--- src/rtl/fb_fill_writer_pkg.sv ---
// Shared constants for the frame-buffer fill writer: MCB command codes,
// default frame-buffer geometry and bus widths.
package fb_fill_writer_pkg;

  localparam logic [2:0] MCB_INSTR_WRITE = 3'b000;
  localparam logic [2:0] MCB_INSTR_READ  = 3'b001;

  localparam int unsigned FB_ZERO_BASE  = 0;
  localparam int unsigned FB_ONE_BASE   = 614400;
  localparam int unsigned FB_BYTES      = 614400;
  localparam int unsigned FB_BURST_LEN  = 32;

  localparam int unsigned PIXEL_W    = 16;
  localparam int unsigned DATA_W     = 32;
  localparam int unsigned MASK_W     = 4;
  localparam int unsigned ADDR_W     = 30;
  localparam int unsigned BL_W       = 6;
  localparam int unsigned WR_COUNT_W = 7;
  localparam int unsigned BURST_W    = 7;

  typedef enum logic [2:0] {
    ST_IDLE,
    ST_WAIT_CAL,
    ST_FILL,
    ST_CMD,
    ST_NEXT,
    ST_DONE
  } fill_state_e;

endpackage

--- src/rtl/fb_fill_writer_if.sv ---
// MCB write port bundle: command path plus write-data FIFO.
//   master: the fill writer (drives cmd_* strobes/fields and wr_* data)
//   slave : the memory controller port (drives FIFO status and error flags)
interface fb_fill_writer_if;
  import fb_fill_writer_pkg::*;

  logic                  cmd_clk;
  logic                  cmd_en;
  logic [2:0]            cmd_instr;
  logic [BL_W-1:0]       cmd_bl;
  logic [ADDR_W-1:0]     cmd_byte_addr;
  logic                  cmd_empty;
  logic                  cmd_full;

  logic                  wr_clk;
  logic                  wr_en;
  logic [MASK_W-1:0]     wr_mask;
  logic [DATA_W-1:0]     wr_data;
  logic                  wr_full;
  logic                  wr_empty;
  logic [WR_COUNT_W-1:0] wr_count;
  logic                  wr_underrun;
  logic                  wr_error;

  modport master (
    output cmd_clk, cmd_en, cmd_instr, cmd_bl, cmd_byte_addr,
    output wr_clk, wr_en, wr_mask, wr_data,
    input  cmd_empty, cmd_full, wr_full, wr_empty, wr_count, wr_underrun, wr_error
  );

  modport slave (
    input  cmd_clk, cmd_en, cmd_instr, cmd_bl, cmd_byte_addr,
    input  wr_clk, wr_en, wr_mask, wr_data,
    output cmd_empty, cmd_full, wr_full, wr_empty, wr_count, wr_underrun, wr_error
  );

endinterface

--- src/rtl/fb_fill_writer.sv ---
// Frame-buffer fill DMA: writes one whole buffer with a solid 16-bit colour
// through an MCB write port, one burst of data followed by its command.
//   Clk, Rst           clock and synchronous active-high reset
//   calib_done         MCB calibration complete (only checked before filling)
//   Start/FrameBuffer/FillColour  fill request, target buffer and colour
//   Busy/Done/Error    status: running, last-command pulse, sticky port error
//   mcb                MCB cmd + wr FIFO port (master side)
module fb_fill_writer
  import fb_fill_writer_pkg::*;
#(
  parameter int unsigned FrameBufferZeroStartAddress = FB_ZERO_BASE,
  parameter int unsigned FrameBufferOneStartAddress  = FB_ONE_BASE,
  parameter int unsigned FrameBufferBytes            = FB_BYTES,
  parameter int unsigned BurstLen                    = FB_BURST_LEN
) (
  input  logic               Clk,
  input  logic               Rst,
  input  logic               calib_done,
  input  logic               Start,
  input  logic               FrameBuffer,
  input  logic [PIXEL_W-1:0] FillColour,
  output logic               Busy,
  output logic               Done,
  output logic               Error,
  fb_fill_writer_if.master   mcb
);

  localparam int unsigned TOTAL_WORDS = FrameBufferBytes / 4;

  fill_state_e         state_q, state_d;
  logic                busy_q, busy_d;
  logic                done_q, done_d;
  logic                error_q, error_d;
  logic [ADDR_W-1:0]   addr_q, addr_d;
  logic [ADDR_W-1:0]   rem_q, rem_d;
  logic [BURST_W-1:0]  burst_q, burst_d;
  logic [BURST_W-1:0]  wcnt_q, wcnt_d;
  logic [BL_W-1:0]     bl_q, bl_d;
  logic [ADDR_W-1:0]   cmd_addr_q, cmd_addr_d;
  logic [DATA_W-1:0]   data_q, data_d;
  logic                wr_push_c;
  logic                cmd_push_c;
  logic                unused_mcb;

  // Words in the next burst: BurstLen, or whatever is left for the final one.
  function automatic logic [BURST_W-1:0] min_burst(input logic [ADDR_W-1:0] rem);
    if (rem < ADDR_W'(BurstLen)) return BURST_W'(rem);
    return BURST_W'(BurstLen);
  endfunction

  // Next-state and datapath updates.
  always_comb begin
    state_d    = state_q;
    busy_d     = busy_q;
    done_d     = 1'b0;
    error_d    = error_q;
    addr_d     = addr_q;
    rem_d      = rem_q;
    burst_d    = burst_q;
    wcnt_d     = wcnt_q;
    bl_d       = bl_q;
    cmd_addr_d = cmd_addr_q;
    data_d     = data_q;
    wr_push_c  = 1'b0;
    cmd_push_c = 1'b0;

    unique case (state_q)
      ST_IDLE: begin
        if (Start) begin
          state_d = ST_WAIT_CAL;
          busy_d  = 1'b1;
          error_d = 1'b0;
          addr_d  = FrameBuffer ? ADDR_W'(FrameBufferOneStartAddress)
                                : ADDR_W'(FrameBufferZeroStartAddress);
          rem_d   = ADDR_W'(TOTAL_WORDS);
          data_d  = {FillColour, FillColour};
        end
      end
      ST_WAIT_CAL: begin
        if (calib_done) begin
          state_d = ST_FILL;
          burst_d = min_burst(rem_q);
          wcnt_d  = '0;
        end
      end
      ST_FILL: begin
        // Push is gated by the live FIFO-full flag so no word is ever dropped.
        wr_push_c = !mcb.wr_full;
        if (wr_push_c) begin
          if (wcnt_q == burst_q - BURST_W'(1)) begin
            wcnt_d     = '0;
            bl_d       = BL_W'(burst_q - BURST_W'(1));
            cmd_addr_d = addr_q;
            state_d    = ST_CMD;
          end else begin
            wcnt_d = wcnt_q + BURST_W'(1);
          end
        end
      end
      ST_CMD: begin
        cmd_push_c = !mcb.cmd_full;
        if (cmd_push_c) state_d = ST_NEXT;
      end
      ST_NEXT: begin
        rem_d  = rem_q - ADDR_W'(burst_q);
        addr_d = addr_q + (ADDR_W'(burst_q) << 2);
        if (rem_d == '0) begin
          state_d = ST_DONE;
          done_d  = 1'b1;
        end else begin
          state_d = ST_FILL;
          burst_d = min_burst(rem_d);
        end
      end
      ST_DONE: begin
        busy_d  = 1'b0;
        state_d = ST_IDLE;
      end
      default: state_d = ST_IDLE;
    endcase

    // Port errors are recorded but never abort the fill.
    if (mcb.wr_underrun || mcb.wr_error) error_d = 1'b1;
  end

  // State and datapath registers.
  always_ff @(posedge Clk) begin
    if (Rst) begin
      state_q    <= ST_IDLE;
      busy_q     <= 1'b0;
      done_q     <= 1'b0;
      error_q    <= 1'b0;
      addr_q     <= '0;
      rem_q      <= '0;
      burst_q    <= '0;
      wcnt_q     <= '0;
      bl_q       <= '0;
      cmd_addr_q <= '0;
      data_q     <= '0;
    end else begin
      state_q    <= state_d;
      busy_q     <= busy_d;
      done_q     <= done_d;
      error_q    <= error_d;
      addr_q     <= addr_d;
      rem_q      <= rem_d;
      burst_q    <= burst_d;
      wcnt_q     <= wcnt_d;
      bl_q       <= bl_d;
      cmd_addr_q <= cmd_addr_d;
      data_q     <= data_d;
    end
  end

  assign Busy  = busy_q;
  assign Done  = done_q;
  assign Error = error_q;

  assign mcb.cmd_clk       = Clk;
  assign mcb.cmd_en        = cmd_push_c;
  assign mcb.cmd_instr     = MCB_INSTR_WRITE;
  assign mcb.cmd_bl        = bl_q;
  assign mcb.cmd_byte_addr = cmd_addr_q;
  assign mcb.wr_clk        = Clk;
  assign mcb.wr_en         = wr_push_c;
  assign mcb.wr_mask       = '0;
  assign mcb.wr_data       = data_q;

  // FIFO status that the fill sequencing does not need.
  assign unused_mcb = ^{mcb.cmd_empty, mcb.wr_empty, mcb.wr_count};

endmodule
--- src/flat_wrapper.sv ---
// flat-port wrapper written by rule: the top's interface ports become plain ports
module fb_fill_writer_flat import fb_fill_writer_pkg::*;
#(
  parameter int unsigned FrameBufferZeroStartAddress = FB_ZERO_BASE,
  parameter int unsigned FrameBufferOneStartAddress  = FB_ONE_BASE,
  parameter int unsigned FrameBufferBytes            = FB_BYTES,
  parameter int unsigned BurstLen                    = FB_BURST_LEN
)
  (Clk, Rst, calib_done, Start, FrameBuffer, FillColour, Busy, Done, Error, mcb_cmd_clk, mcb_cmd_en, mcb_cmd_instr, mcb_cmd_bl, mcb_cmd_byte_addr, mcb_wr_clk, mcb_wr_en, mcb_wr_mask, mcb_wr_data, mcb_cmd_empty, mcb_cmd_full, mcb_wr_full, mcb_wr_empty, mcb_wr_count, mcb_wr_underrun, mcb_wr_error);
  fb_fill_writer_if mcb_i ();
  input  logic Clk;
  input  logic Rst;
  input  logic calib_done;
  input  logic Start;
  input  logic FrameBuffer;
  input  logic [PIXEL_W-1:0] FillColour;
  output logic Busy;
  output logic Done;
  output logic Error;
  output wire logic [$bits(mcb_i.cmd_clk)-1:0] mcb_cmd_clk;
  output wire logic [$bits(mcb_i.cmd_en)-1:0] mcb_cmd_en;
  output wire logic [$bits(mcb_i.cmd_instr)-1:0] mcb_cmd_instr;
  output wire logic [$bits(mcb_i.cmd_bl)-1:0] mcb_cmd_bl;
  output wire logic [$bits(mcb_i.cmd_byte_addr)-1:0] mcb_cmd_byte_addr;
  output wire logic [$bits(mcb_i.wr_clk)-1:0] mcb_wr_clk;
  output wire logic [$bits(mcb_i.wr_en)-1:0] mcb_wr_en;
  output wire logic [$bits(mcb_i.wr_mask)-1:0] mcb_wr_mask;
  output wire logic [$bits(mcb_i.wr_data)-1:0] mcb_wr_data;
  input wire logic [$bits(mcb_i.cmd_empty)-1:0] mcb_cmd_empty;
  input wire logic [$bits(mcb_i.cmd_full)-1:0] mcb_cmd_full;
  input wire logic [$bits(mcb_i.wr_full)-1:0] mcb_wr_full;
  input wire logic [$bits(mcb_i.wr_empty)-1:0] mcb_wr_empty;
  input wire logic [$bits(mcb_i.wr_count)-1:0] mcb_wr_count;
  input wire logic [$bits(mcb_i.wr_underrun)-1:0] mcb_wr_underrun;
  input wire logic [$bits(mcb_i.wr_error)-1:0] mcb_wr_error;
  assign mcb_cmd_clk = mcb_i.cmd_clk;
  assign mcb_cmd_en = mcb_i.cmd_en;
  assign mcb_cmd_instr = mcb_i.cmd_instr;
  assign mcb_cmd_bl = mcb_i.cmd_bl;
  assign mcb_cmd_byte_addr = mcb_i.cmd_byte_addr;
  assign mcb_wr_clk = mcb_i.wr_clk;
  assign mcb_wr_en = mcb_i.wr_en;
  assign mcb_wr_mask = mcb_i.wr_mask;
  assign mcb_wr_data = mcb_i.wr_data;
  assign mcb_i.cmd_empty = mcb_cmd_empty;
  assign mcb_i.cmd_full = mcb_cmd_full;
  assign mcb_i.wr_full = mcb_wr_full;
  assign mcb_i.wr_empty = mcb_wr_empty;
  assign mcb_i.wr_count = mcb_wr_count;
  assign mcb_i.wr_underrun = mcb_wr_underrun;
  assign mcb_i.wr_error = mcb_wr_error;
  fb_fill_writer #(.FrameBufferZeroStartAddress(FrameBufferZeroStartAddress), .FrameBufferOneStartAddress(FrameBufferOneStartAddress), .FrameBufferBytes(FrameBufferBytes), .BurstLen(BurstLen)) u_core (.Clk(Clk), .Rst(Rst), .calib_done(calib_done), .Start(Start), .FrameBuffer(FrameBuffer), .FillColour(FillColour), .Busy(Busy), .Done(Done), .Error(Error), .mcb(mcb_i));
endmodule
--- config.mk ---
export PLATFORM = sky130hd
export DESIGN_NAME = fb_fill_writer_flat
export DESIGN_NICKNAME = d
export VERILOG_FILES = /design/src/rtl/fb_fill_writer_pkg.sv /design/src/rtl/fb_fill_writer_if.sv /design/src/rtl/fb_fill_writer.sv /design/src/flat_wrapper.sv
export SDC_FILE = /design/constraint.sdc
export NUM_CORES = 1
export LEC_CHECK = 0
export BUFFER_PORTS_ARGS = -buffer_cell sky130_fd_sc_hd__buf_4
export CAP_MARGIN = 20
export CORE_ASPECT_RATIO = 1.75
export CORE_UTILIZATION = 52
export CTS_CLUSTER_DIAMETER = 150
export DETAILED_ROUTE_END_ITERATION = 8
export HOLD_SLACK_MARGIN = 0.08
export PLACE_DENSITY = 0.75
export SLEW_MARGIN = 20
export SYNTH_ARGS = -nofsm -noshare
export SYNTH_HDL_FRONTEND = slang
export SYNTH_SLANG_ARGS = --single-unit
--- constraint.sdc ---
create_clock -name Clk -period 4.1 [get_ports Clk]
set_clock_uncertainty 0.05 [all_clocks]
set_input_delay 0.82 -clock Clk [delete_from_list [all_inputs] [get_ports Clk]]
set_output_delay 0.82 -clock Clk [all_outputs]
set_load 0.1 [all_outputs]
# == After elaboration in Yosys (flattened, before gate mapping) ==
# Index checks and enable logic that the tools add are counted.
# W data, S select, Z words.
# word_totals
ram_bits,0
reg_bits,148
latch_bits,0
inputBits,34
elab_cells,88
mem_count,0
mem_bits_ro,0
output_inout_bits,82
# op_classes
div,0
n_shift,0
bitwise_logic,2
n_mux,37
eq_ne,12
n_mul,0
n_reduce_logical,20
add_sub_neg,4
n_lt_le_gt_ge,2
# op_table
operator,count
$pmux W30 S2,2
$mux W7,9
$lt A30 B6 Y1 const B,2
$mux W30,2
$add A30 B9 Y30,1
$logic_not A30 Y1,1
$sub A30 B7 Y30,1
$pmux W7 S2,2
$mux W20,1
$mux W3,6
$pmux W3 S5,1
$mux W1,13
$reduce_bool A2 Y1,6
$ne A2 B2 Y1 const B,5
$reduce_and A3 Y1,3
$reduce_and A2 Y1,4
$add A7 B1 Y7 const B,1
$eq A7 B7 Y1,1
$sub A7 B1 Y7 const B,1
$eq A3 B2 Y1 const B,2
$eq A3 B3 Y1 const B,2
$reduce_and A5 Y1,1
$eq A3 B1 Y1 const B,1
$logic_not A3 Y1,1
6 further kinds,8

# == Logic depth before layout (Yosys ltp) ==
# Gate-level depths: netlist of the first run.
# depth
word_depth,8
mapped_depth,14
ltp_nobuf,12

==> out/results.txt, run 1 <==
status: finished clean
post-route minimum period: 3.730 ns
area occupied by multi-input gates: 3786 um2
Die Span X: 88.37 um
synth cell count leaders: dfxtp_1 (128), nor2_1 (113), a21oi_1 (80), nand2_1 (69), clkbuf_1 (40)
Worst Path Max Fanout: 11
share of layout cells above drive strength 1: 18.84%
cts hold-fix bufs: 0
initial antenna violation count: 0
Reg area: 2562 um2
Post-synth EDFFs: 0
largest net degree at the start of global routing: 90
unrepaired setup endpoints after global routing: false
most numerous cell in the Yosys netlist: dfxtp_1
#FFs+latches synth: 128
worst setup margin: 0.3699 ns
vias in the first global route: 6191
initial core utilization: 54.01%
fin. max-slew vios: 0
YS warnings: 0
Post-Place Setup Slack: 0.4168 ns
worst flop-to-flop path startpoint: u_core.burst_q[1]
fmax: 268.1 MHz
Sum Neg Setup Slack: 0 ns
grt total ovfl: 0
area delta synth->final: 20.48%
crit path launch type: register
reg2reg path depth: 12
1st-pass router iterations: 5
data required time of the worst path: 4.46 ns
number of core rows: 54
Worst Hold Path EP: u_core.mcb.wr_data[16]
sequential area share after synthesis: 37.75%
CTS tree: yes
clock latency on the worst-skew pair: 0.53 ns
Chip Height: 153.1 um
Synth async-reset ratio: 0%
filler instances: 1109
gp weighted congestion: 0.9064
drt via density: 5.845
Cells after DPL: 1044
Post-Layout Cell Count: 1081
final period utilization: 90.98%
Peak VDD IR: 0.7775 mV
DIE AREA: 13530 um2
routed via count: 6318
FF-to-FF End: u_core.burst_q[5]
top cell type by total area after synthesis: dfxtp_1
critical path type: register to register
Most used DFF post-synth: dfxtp_1
ranking of synthesized cells by area: dfxtp_1 (38%), nor2_1 (6.2%), a21oi_1 (5.9%), nand2_1 (3.8%), mux2i_1 (3.7%)
Tightest Hold Check Type: register to register
worst slew pin tran: 0.9898 ns
Mapped Cells: 834
# resized after CTS: 0
fin util: 65.07%
# DRC: 0
post-CTS setup buffers: 0
Core Region: 12570 um2
Cell variety after synth: 74
Crit. End Element: register
worst hold path startpoint: u_core.mcb.wr_data[16]
Hold Path Cell Cnt: 2
Yosys top cell area share: 37.75%
final hold viol count: 0
final setup fails: 0
R2R setup slack: 0.37 ns
total track usage: 27.61%
hpwl dp: 12210 um
first-pass GRT wire length: 28880 um
clock-pin slew on the worst setup and hold paths: 0.06 ns
wire per inst: 16.64 um
num ports: 116
Leakage Power: 3.381 nW
Slew headroom: 33.77%
synthesized cell area: 6788 um2
diode count: 0
I/O Buffers: 97
syn_area_per_cell: 8.139 um2
Final Net Count: 952
Antenna Nets Post-Route: 0
WP data arrival: 4.09 ns
worst hold slack: 0.4221 ns
max-capacitance violation count: 0
Routed WL: 17990 um
1st-iter DRT viols: 381
Pwr per Cell Area: 469.9 nW/um2
-- logic make-up after synthesis --
| kind of cell | Yosys count | share of synthesized area (%) |
|---|---|---|
| other cells | 1 | 0.05525 |
| mux | 28 | 4.184 |
| xor+xnor | 30 | 3.871 |
| flops | 128 | 37.75 |
| simple gates | 338 | 25.01 |
| compound gates | 195 | 18.53 |
| fa+ha+maj | 18 | 3.539 |
| buf+inv | 96 | 7.060 |
-- metrics by stage --
| step | power, W | instance area, um2 |
|---|---|---|
| floorplan | 0.002013 | 6823 |
| global placement | 0.002115 | 7456 |
| detailed placement | 0.002126 | 7456 |
| CTS | 0.003867 | 8158 |
| global route | 0.003972 | 8178 |
| finish | 0.003843 | 8178 |
-- worst max-delay path: stages (launching register included) --
cell and delay (ns):
dfxtp_1 0.52, inv_1 0.13, ha_1 0.29, nor2b_1 0.17, o2111ai_1 0.17, a21boi_1 0.70, nor4b_1 0.14, a221oi_1 0.43
a2111oi_4 0.17, buf_4 0.20, a31o_4 0.24, nor2b_4 0.14, a22o_1 0.26
-- worst max-delay path by stage --
| stage | startpoint | endpoint | slack (ns) | cells after the start |
|---|---|---|---|---|
| floorplan | mcb_wr_full | u_core.mcb.cmd_byte_addr[27] | 0.84 | 5 |
| global placement | u_core.burst_q[6] | u_core.burst_q[5] | 0.51 | 12 |
| detailed placement | u_core.burst_q[1] | u_core.burst_q[5] | 0.42 | 12 |
| CTS | u_core.burst_q[1] | u_core.burst_q[5] | 0.37 | 12 |
| global route | u_core.burst_q[1] | u_core.burst_q[5] | 0.12 | 12 |
| finish | u_core.burst_q[1] | u_core.burst_q[5] | 0.37 | 12 |
-- final cells by class --
type,count,share of cell area (%)
Sequential cell,128,31.33
Tap cell,168,2.570
Timing Repair Buffer,108,10.07
Clock inverter,15,2.157
Clock buffer,23,6.610
Inverter,21,0.9639
Multi-Input combinational cell,618,46.30
-- cells in the final DEF, fill, tap and decap left out, drive strengths merged, types with 4 or more instances in the layout --
master	instances
a22oi	10
or3	16
mux2i	25
or4	8
o211ai	11
nand4	10
ha	16
a21oi	80
or2	10
o21bai	4
and3	7
a311oi	12
nor3	24
nor2	113
conb	9
clkbuf	21
inv	27
nor4	13
nand2b	9
xor2	9
a31oi	11
dfxtp	128
a32oi	5
nand3	28
and2	5
o21ai	29
nand2	69
clkinv	7
xnor2	21
and4	5
nor2b	6
buf	110
a21o	5
nand3b	8
-- state kept, by name, indices dropped and copies added (netlist names), 3 cells and up --
register	cells
u_core.burst_q	7
u_core.mcb.cmd_byte_addr	28
u_core.state_q	3
u_core.mcb.wr_data	16
u_core.addr_q	28
u_core.rem_q	30
u_core.mcb.cmd_bl	6
u_core.wcnt_q	7
-- routing by layer --
layer  GRT usage, %  vias up  wire [um]
li1               -     3072          -
met1          29.36     3020       6939
met2          47.99      183       9677
met3          7.181       43        790
met4          15.36        0        584
met5              0        -          0
-- power by group --
part / total, W / internal (W) / switching [W]
clock: 0.00192 / 0.00111 / 0.000817
combinational: 0.000609 / 0.000151 / 0.000459
sequential: 0.00131 / 0.00127 / 0.0000374
Note: power is estimated with default switching activity, not from simulation.
==> run 2: changes to the inputs <==
--- a/config.mk
+++ b/config.mk
@@ -5,14 +5,17 @@
 export SDC_FILE = /design/constraint.sdc
 export NUM_CORES = 1
 export LEC_CHECK = 0
+export ABC_AREA = 1
 export BUFFER_PORTS_ARGS = -buffer_cell sky130_fd_sc_hd__buf_4
 export CAP_MARGIN = 20
 export CORE_ASPECT_RATIO = 1.75
+export CORE_MARGIN = 3
 export CORE_UTILIZATION = 52
 export CTS_CLUSTER_DIAMETER = 150
 export DETAILED_ROUTE_END_ITERATION = 8
 export HOLD_SLACK_MARGIN = 0.08
-export PLACE_DENSITY = 0.75
+export PLACE_DENSITY = 0.74
+export SKIP_LAST_GASP = 1
 export SLEW_MARGIN = 20
 export SYNTH_ARGS = -nofsm -noshare
 export SYNTH_HDL_FRONTEND = slang
==> run 2 against run 1 <==
Against the previous run:
- synthesized area increased by 5.5%
- flip-flop and latch count unchanged
- die area increased by 13%
- synthesized cell count increased by 32%
- largest power group is now combinational logic
==> out/results.txt, run 2 <==
status: finished clean
# DRC: 0
Cell variety after synth: 44
Worst Path Max Fanout: 2
num ports: 116
Die Span X: 94.69 um
sequential area share after synthesis: 35.80%
first-pass GRT wire length: 31150 um
routed via count: 7182
unrepaired setup endpoints after global routing: false
Crit. End Element: primary output
fin. max-slew vios: 0
fin util: 63.50%
M1 wire length: 7283 um
I/O Buffers: 97
data required time of the worst path: 3.23 ns
crit path launch type: clock port
clock share of power: 24.7%
clock latency on the worst-skew pair: 0.53 ns
max-capacitance violation count: 0
WP data arrival: 2.53 ns
Post-Place Setup Slack: 0.8979 ns
1st-pass router iterations: 5
top cell type by total area after synthesis: dfxtp_1
Routed WL: 19080 um
diode count: 0
Crit-path slowest cell: buf_4
Largest Register: u_core.rem_q
internal power: 0.003698 W
Peak VDD IR: 1.130 mV
Logic pwr share: 54.7%
Slew headroom: 25.34%
most frequent CP cell: clkbuf_16
commonest non-fill, non-tap cell in the layout: nand2_1
synthesized cell area: 7158 um2
grt total ovfl: 0
Pwr per Cell Area: 919.4 nW/um2
drt via density: 5.281
fin area: 8542 um2
Core Region: 13450 um2
worst hold slack: 0.4142 ns
Most used DFF post-synth: dfxtp_1
wire per inst: 14.03 um
R2R setup slack: 0.88 ns
worst setup margin: 0.7023 ns
Psw: 0.004156 W
share of layout cells above drive strength 1: 13.49%
met2 WL post-DR: 10280 um
hpwl dp: 13800 um
metal3 WL: 775 um
synth cell count leaders: nand2_1 (268), nor2_1 (167), dfxtp_1 (128), inv_1 (128), a21oi_1 (92)
Sum Neg Setup Slack: 0 ns
Final Net Count: 1225
max reg flops: 30
final setup fails: 0
Sw Ratio: 52.92%
Cell Chain, Critical Path: clkbuf_16, clkbuf_16, buf_4
vias in the first global route: 6791
cts hold-fix bufs: 0
final hold viol count: 0
total track usage: 25.48%
Leakage Power: 3.927 nW
Synth async-reset ratio: 0%
Antenna Nets Post-Route: 0
most numerous cell in the Yosys netlist: nand2_1
CTS tree: yes
area delta synth->final: 19.33%
dpl cell area: 7834 um2
# resized after CTS: 0
worst slew pin tran: 1.110 ns
Mapped Cells: 1102
Critical path buffers and inverters: 3
#FFs+latches synth: 128
Critical Path Max Stage Delay: 0.22 ns
post-CTS setup buffers: 0
commonest non-fill, non-tap cells in the layout: nand2_1 (268), nor2_1 (166), inv_1 (128), dfxtp_1 (128), buf_4 (103)
Top Layer Used: met4
syn_area_per_cell: 6.496 um2
Chip Height: 161.2 um
1st-iter DRT viols: 265
gp weighted congestion: 0.9000
ranking of synthesized cells by area: dfxtp_1 (36%), nand2_1 (14%), nor2_1 (8.8%), inv_1 (6.7%), a21oi_1 (6.4%)
clock-pin slew on the worst setup and hold paths: 0.06 ns
largest net degree at the start of global routing: 62
Yosys top cell area share: 35.80%
Tightest Hold Check Type: register to register
Post-synth EDFFs: 0
initial core utilization: 53.21%
YS warnings: 0
critical path type: clock port to primary output
Flop pwr share: 20.6%
DIE AREA: 15270 um2
number of core rows: 56
Top Family by Delay on Critical Path: buffers and inverters
initial antenna violation count: 0
## run 2: final timing paths
kind                     startpoint                      endpoint  depth (start not counted)
setup reg to reg  u_core.burst_q[1]  u_core.mcb.cmd_byte_addr[10]                         11
setup / recovery                Clk                    mcb_wr_clk                          3
hold reg to reg         u_core.Busy                   u_core.Busy                          2
hold / removal          u_core.Busy                   u_core.Busy                          2
## run 2: power groups by stage
stage          Clock [W]  Combinational, W  Sequential (W)
2_1_floorplan   0.000184           0.00301         0.00202
3_3_place_gp    0.000184           0.00422         0.00163
3_5_place_dp    0.000184           0.00425         0.00164
4_1_cts          0.00197           0.00428         0.00161
5_1_grt          0.00203           0.00471         0.00164
6_report         0.00194           0.00429         0.00162
## run 2: logic make-up after synthesis
group                      count (synthesis)  synth area share [%]
and+or+nand+nor                          554                 32.77
buffers and inverters                    195                 12.10
AOI/OAI and AO/OA                        191                 14.09
DFF                                      128                 35.80
adders and majority gates                 18                 3.356
xor gates and xnor gates                  15                 1.835
other                                      1               0.05239
## run 2: stage by stage
stage,total power [W],cells
2_1_floorplan,0.005208,1110
3_3_place_gp,0.006037,1324
3_5_place_dp,0.006074,1324
4_1_cts,0.007865,1360
5_1_grt,0.008379,1360
6_report,0.007853,1360
## run 2: area by class of cell
type | instances | area (um2)
clock buffer | 23 | 540.5
clock inverter | 15 | 182.7
fill | 1281 | 4911
inverter | 131 | 491.7
multi-input combinational | 787 | 3769
sequential | 128 | 2562
tap | 174 | 217.7
timing repair buffer | 102 | 778.2
## run 2: per-layer routing
| layer | vias up | track usage (%) |
|---|---|---|
| li1 | 3656 | - |
| met1 | 3284 | 26.73 |
| met2 | 189 | 47.57 |
| met3 | 53 | 3.961 |
| met4 | 0 | 12.68 |
| met5 | - | 0 |
## run 2: tightest hold or removal path, cell delays in order (launching register included)
cell,delay [ns]
dfxtp_1,0.31
nand2_1,0.06
a21oi_1,0.05
